<file path="src/rtl/if_stage.sv">
// RV32I instruction-fetch stage with IF/ID pipeline register.
// One outstanding imem request, a 1-entry response buffer for stalls, and redirect flush.
module if_stage #(
    parameter logic [31:0] RESET_PC  = 32'h0000_0000,
    parameter logic [31:0] NOP_INSTR = 32'h0000_0013
) (
    input  logic        clk,
    input  logic        rst,
    output logic        imem_req_valid,
    input  logic        imem_req_ready,
    output logic [31:0] imem_req_addr,
    input  logic        imem_rsp_valid,
    input  logic [31:0] imem_rsp_data,
    input  logic        stall,
    input  logic        redirect_valid,
    input  logic [31:0] redirect_pc,
    output logic        id_valid,
    output logic [31:0] id_pc,
    output logic [31:0] id_instr,
    output logic [6:0]  id_opcode
);

    // state | meaning
    // REQ   | request for pc presented to imem, waiting for ready
    // WAIT  | request accepted, waiting for the response
    // HOLD  | response parked in buffer until IF/ID frees up
    typedef enum logic [1:0] {
        ST_REQ  = 2'd0,
        ST_WAIT = 2'd1,
        ST_HOLD = 2'd2
    } state_t;

    localparam logic [31:0] RESET_PC_ALIGNED = {RESET_PC[31:2], 2'b00};

    state_t      state, state_nxt;
    logic [31:0] pc, pc_nxt;
    logic        drop, drop_nxt;
    logic [31:0] buf_instr, buf_instr_nxt;
    logic [31:0] buf_pc, buf_pc_nxt;
    logic        id_valid_nxt;
    logic [31:0] id_pc_nxt;
    logic [31:0] id_instr_nxt;
    logic [6:0]  id_opcode_nxt;

    logic        slot_free;
    logic [31:0] redirect_target;
    logic [31:0] pc_plus4;
    logic        unused_bits;

    assign slot_free       = !stall || !id_valid;
    assign redirect_target = {redirect_pc[31:2], 2'b00};
    assign pc_plus4        = pc + 32'd4;
    assign unused_bits     = ^redirect_pc[1:0];

    assign imem_req_valid = (state == ST_REQ) && !rst;
    assign imem_req_addr  = pc;

    always_comb begin
        state_nxt     = state;
        pc_nxt        = pc;
        drop_nxt      = drop;
        buf_instr_nxt = buf_instr;
        buf_pc_nxt    = buf_pc;
        id_valid_nxt  = stall && id_valid;
        id_pc_nxt     = id_pc;
        id_instr_nxt  = id_instr;
        id_opcode_nxt = id_opcode;

        case (state)
            ST_REQ: begin
                if (redirect_valid) begin
                    pc_nxt = redirect_target;
                    // The old-address request still goes out; its response must be thrown away.
                    if (imem_req_ready) begin
                        state_nxt = ST_WAIT;
                        drop_nxt  = 1'b1;
                    end
                end else if (imem_req_ready) begin
                    state_nxt = ST_WAIT;
                end
            end
            ST_WAIT: begin
                if (redirect_valid) begin
                    pc_nxt = redirect_target;
                    if (imem_rsp_valid) begin
                        state_nxt = ST_REQ;
                        drop_nxt  = 1'b0;
                    end else begin
                        drop_nxt = 1'b1;
                    end
                end else if (imem_rsp_valid) begin
                    if (drop) begin
                        drop_nxt  = 1'b0;
                        state_nxt = ST_REQ;
                    end else if (slot_free) begin
                        id_valid_nxt  = 1'b1;
                        id_pc_nxt     = pc;
                        id_instr_nxt  = imem_rsp_data;
                        id_opcode_nxt = imem_rsp_data[6:0];
                        pc_nxt        = pc_plus4;
                        state_nxt     = ST_REQ;
                    end else begin
                        buf_instr_nxt = imem_rsp_data;
                        buf_pc_nxt    = pc;
                        pc_nxt        = pc_plus4;
                        state_nxt     = ST_HOLD;
                    end
                end
            end
            ST_HOLD: begin
                if (redirect_valid) begin
                    pc_nxt    = redirect_target;
                    state_nxt = ST_REQ;
                end else if (slot_free) begin
                    id_valid_nxt  = 1'b1;
                    id_pc_nxt     = buf_pc;
                    id_instr_nxt  = buf_instr;
                    id_opcode_nxt = buf_instr[6:0];
                    state_nxt     = ST_REQ;
                end
            end
            default: begin
                state_nxt = ST_REQ;
            end
        endcase

        // Flush wins over any load or stall-hold decided above.
        if (redirect_valid) begin
            id_valid_nxt  = 1'b0;
            id_instr_nxt  = NOP_INSTR;
            id_opcode_nxt = NOP_INSTR[6:0];
        end
    end

    always_ff @(posedge clk) begin
        if (rst) begin
            state     <= ST_REQ;
            pc        <= RESET_PC_ALIGNED;
            drop      <= 1'b0;
            buf_instr <= 32'd0;
            buf_pc    <= 32'd0;
            id_valid  <= 1'b0;
            id_pc     <= 32'd0;
            id_instr  <= NOP_INSTR;
            id_opcode <= NOP_INSTR[6:0];
        end else begin
            state     <= state_nxt;
            pc        <= pc_nxt;
            drop      <= drop_nxt;
            buf_instr <= buf_instr_nxt;
            buf_pc    <= buf_pc_nxt;
            id_valid  <= id_valid_nxt;
            id_pc     <= id_pc_nxt;
            id_instr  <= id_instr_nxt;
            id_opcode <= id_opcode_nxt;
        end
    end

endmodule

</file>
<file path="config.mk">
export PLATFORM = sky130hd
export DESIGN_NAME = if_stage
export DESIGN_NICKNAME = d
export VERILOG_FILES = /design/src/rtl/if_stage.sv
export SDC_FILE = /design/constraint.sdc
export NUM_CORES = 1
export LEC_CHECK = 0
export ABC_CLOCK_PERIOD_IN_PS = 3200
export CAP_MARGIN = 25
export CORE_UTILIZATION = 45
export DETAILED_ROUTE_END_ITERATION = 10
export HOLD_SLACK_MARGIN = 0.03
export PLACE_DENSITY = 0.75
export SYNTH_ARGS = -nofsm -noshare
export SYNTH_HDL_FRONTEND = slang
export SYNTH_SLANG_ARGS = --single-unit
</file>
<file path="constraint.sdc">
create_clock -name clk -period 3.2 [get_ports clk]
set_clock_uncertainty 0.2 [all_clocks]
set_input_delay 0.64 -clock clk [delete_from_list [all_inputs] [get_ports clk]]
set_output_delay 0.64 -clock clk [all_outputs]
set_load 0.02 [all_outputs]
</file>
==> out/metrics.yaml <==
worst_setup_path:
  crit_path_end: "imem_req_valid"
  crit_type: "register to output pin"
  reg2reg_depth: 8
  r2r-start: "state[0]"
  cp-start-kind: "register"
  reg2reg_slack_ns: 0.58
  cp_max_fo: 6
  r2r-end: "imem_req_addr[9]"
  arrival_ns: 2.19
  critPathCaptureType: "output pin"
  crit_start: "state[0]"
  worstPathRequired_ns: 2.36
placement:
  port_buffers: 168
  hpwl_mm: 12.7
  place_congestion: 0.831
final_layout:
  final_util: 0.608
  num_antenna_cells: 0
  nFillCells: 1405
  finalNetCount: 1090
  drive_above_1_share: 0.0720
  area_growth_pct: 32.2
sta:
  max_freq_ghz: 0.330
  final_max_slew_viol_count: 0
  setup_viol: 0
  hold_violations: 0
  relSlewSlack: 0.499
  finalSetupTns_ns: 0
  tightest_slew_ns: 0.752
  holdWs_ns: 0.253
  rsz0062_at_grt: "false"
  post-route-period-util: 0.946
  layout_min_cycle_time_ns: 3.03
floorplan:
  io_pins: 175
  die_area_mm2: 0.0167
  fp.dieH_um: 129
  start_util: 0.460
  row_count: 46
  die_width_um: 129
  core-area_mm2: 0.0158
synth:
  syn_area_mm2: 0.00728
  synth-edff-count: 0
  ys_types: 62
  ys.flop_type: "dfxtp_1"
  synth_seq_cells: 158
  netlist_instances: 890
  yosysSeqAreaShare: 0.435
  syn_area_per_cell_um2: 8.18
  synthArstFlopShare: 0
  synth_warnings: 0
routing:
  drt-initial-drc-count: 417
  drc_errors: 0
  routedWlPerCell_um: 15.6
  route.vias.total: 6790
  drt_pass1_iterations: 5
  via_per_inst: 5.46
  wl_mm: 19.4
  antenna_left: 0
power_and_ir_drop:
  clkPwrFrac: 0.417
  pwr-share-seq: 0.443
  netSwitchingFraction: 0.267
  power-per-cell-area_mw_per_mm2: 503
  design_power_total_w: 0.00484
  irDropWorstVdd_uv: 380
  power_switching_w: 0.00129
  internal-power_w: 0.00355
  comb_power_share: 0.141
  leakagePower_nw: 3.10
grt:
  grt_pass1_vias: 6200
  antenna_found_initial: 0
  grt_pass1_wl_mm: 31.1
  overflow: 0
  grt_start_max_net_pins: 65
  grtUsageTotal: 0.237
clock_tree:
  ctsHoldBuffers: 0
  cts_tree: "yes"
  cts_resized: 0
  cts_buffer_depth: 2
  cts_root_buf: "clkbuf_16"
  clk_pin_slew_ns: 0.06
  cts_made_buffers: 17
  post_cts_buffers: 0
  clock_latency_ns: 0.43
  cts_max_level: 4
  cts.sinks: 158
min_path:
  hp-class: "register to register"
  min_from: "buf_pc[9]"
  min_delay_path_depth: 2
run_status:
  status: "completed"
run:
  maxCapViolCount: 0
worst max-delay path, stage by stage (launching register included):
cell	delay, ns
dfxtp_1	0.37
inv_1	0.15
ha_1	0.30
inv_1	0.12
nor2_1	0.17
clkdlybuf4s50_1	0.65
flip-flops by register name, indices dropped and copies added (netlist names):
register and count:
id_valid 1, buf_instr 32, imem_req_addr 30, state 2, buf_pc 30, drop 1, id_instr 32, id_pc 30
stage by stage:
stage	setup slack, ns	cells	instance area [µm²]
2_1_floorplan	0.747	893	7290
5_1_grt	0.0660	1244	9620
3_3_place_gp	0.273	1213	9030
6_report	0.172	1244	9620
3_5_place_dp	0.208	1213	9030
4_1_cts	0.206	1244	9620
cell type report:
type                            instances  area (µm²)  area share
Tap cell                              216         270      0.0281
Multi-Input combinational cell        641        3690       0.383
Clock inverter                         12         139      0.0144
Inverter                                9        33.8     0.00351
Sequential cell                       158        3160       0.329
Timing Repair Buffer                  189        1870       0.195
Clock buffer                           19         453      0.0471
synthesized netlist by cell type, types with 4 or more instances:
library cell,instances,area share
a211oi_1,61,0.063
nand4_1,10,0.0086
a21oi_1,90,0.062
mux2i_1,64,0.088
a31oi_1,8,0.0069
nor2_1,92,0.047
clkbuf_8,4,0.0076
dfxtp_1,158,0.43
buf_1,7,0.0036
clkbuf_1,46,0.024
inv_1,9,0.0046
buf_2,15,0.010
or3_1,7,0.0060
o21ai_0,19,0.013
nor4_1,6,0.0052
nand3_1,27,0.019
a32oi_1,4,0.0048
or4_1,4,0.0041
buf_4,12,0.012
ha_1,4,0.0069
nand2_1,170,0.088
nor3_1,8,0.0055
per-layer routing:
metal | global-route usage | vias up | part of all wire
met3 | 0.0524 | 32 | 0.064
li1 | - | 3375 | -
met1 | 0.309 | 3157 | 0.45
met2 | 0.386 | 226 | 0.47
met5 | 0 | - | 0
met4 | 0.0830 | 0 | 0.019
cell families (layout without fill, tap and decap cells):
logic type,Yosys count,after routing,synth area share
fa+ha+maj,4,4,0.00688
simple gates,353,353,0.215
flops,158,158,0.435
mux,65,65,0.0896
other cells,1,4,0.000515
buf+inv,94,229,0.0638
compound gates,215,215,0.189
placed cells by master, fill, tap and decap left out, types with 4 or more instances in the layout:
| cell type | netlist | final |
|---|---|---|
| clkinvlp_4 | 0 | 4 |
| nand2_1 | 170 | 169 |
| inv_1 | 9 | 9 |
| conb_1 | 1 | 4 |
| nor4_1 | 6 | 6 |
| o21ai_0 | 19 | 19 |
| or4_1 | 4 | 4 |
| a31oi_1 | 8 | 8 |
| clkdlybuf4s50_1 | 0 | 167 |
| buf_4 | 12 | 19 |
| a21oi_1 | 90 | 90 |
| mux2i_1 | 64 | 64 |
| nor2_1 | 92 | 92 |
| clkbuf_16 | 0 | 17 |
| or3_1 | 7 | 7 |
| nand3_1 | 27 | 27 |
| a32oi_1 | 4 | 4 |
| nand4_1 | 10 | 10 |
| nor3_1 | 8 | 8 |
| clkinv_4 | 0 | 4 |
| a211oi_1 | 61 | 61 |
| dfxtp_1 | 158 | 158 |
power by group through the flow:
stage	clock, W	combinational, W	sequential (W)
after detailed placement	0	0.000678	0.00219
final	0.00202	0.000680	0.00214
after global placement	0	0.000671	0.00218
after CTS	0.00205	0.000682	0.00214
after floorplan	0	0.000317	0.00223
after global routing	0.00214	0.000741	0.00216
worst min-delay path by stage:
stage / end / slack, ns
after floorplan: buf_instr[0] / 0.24
after global placement: buf_pc[5] / 0.24
after detailed placement: buf_pc[7] / 0.25
after CTS: buf_pc[7] / 0.25
after global routing: buf_instr[28] / 0.27
final: buf_pc[9] / 0.25
No activity file was read; power rests on OpenSTA's default activity.
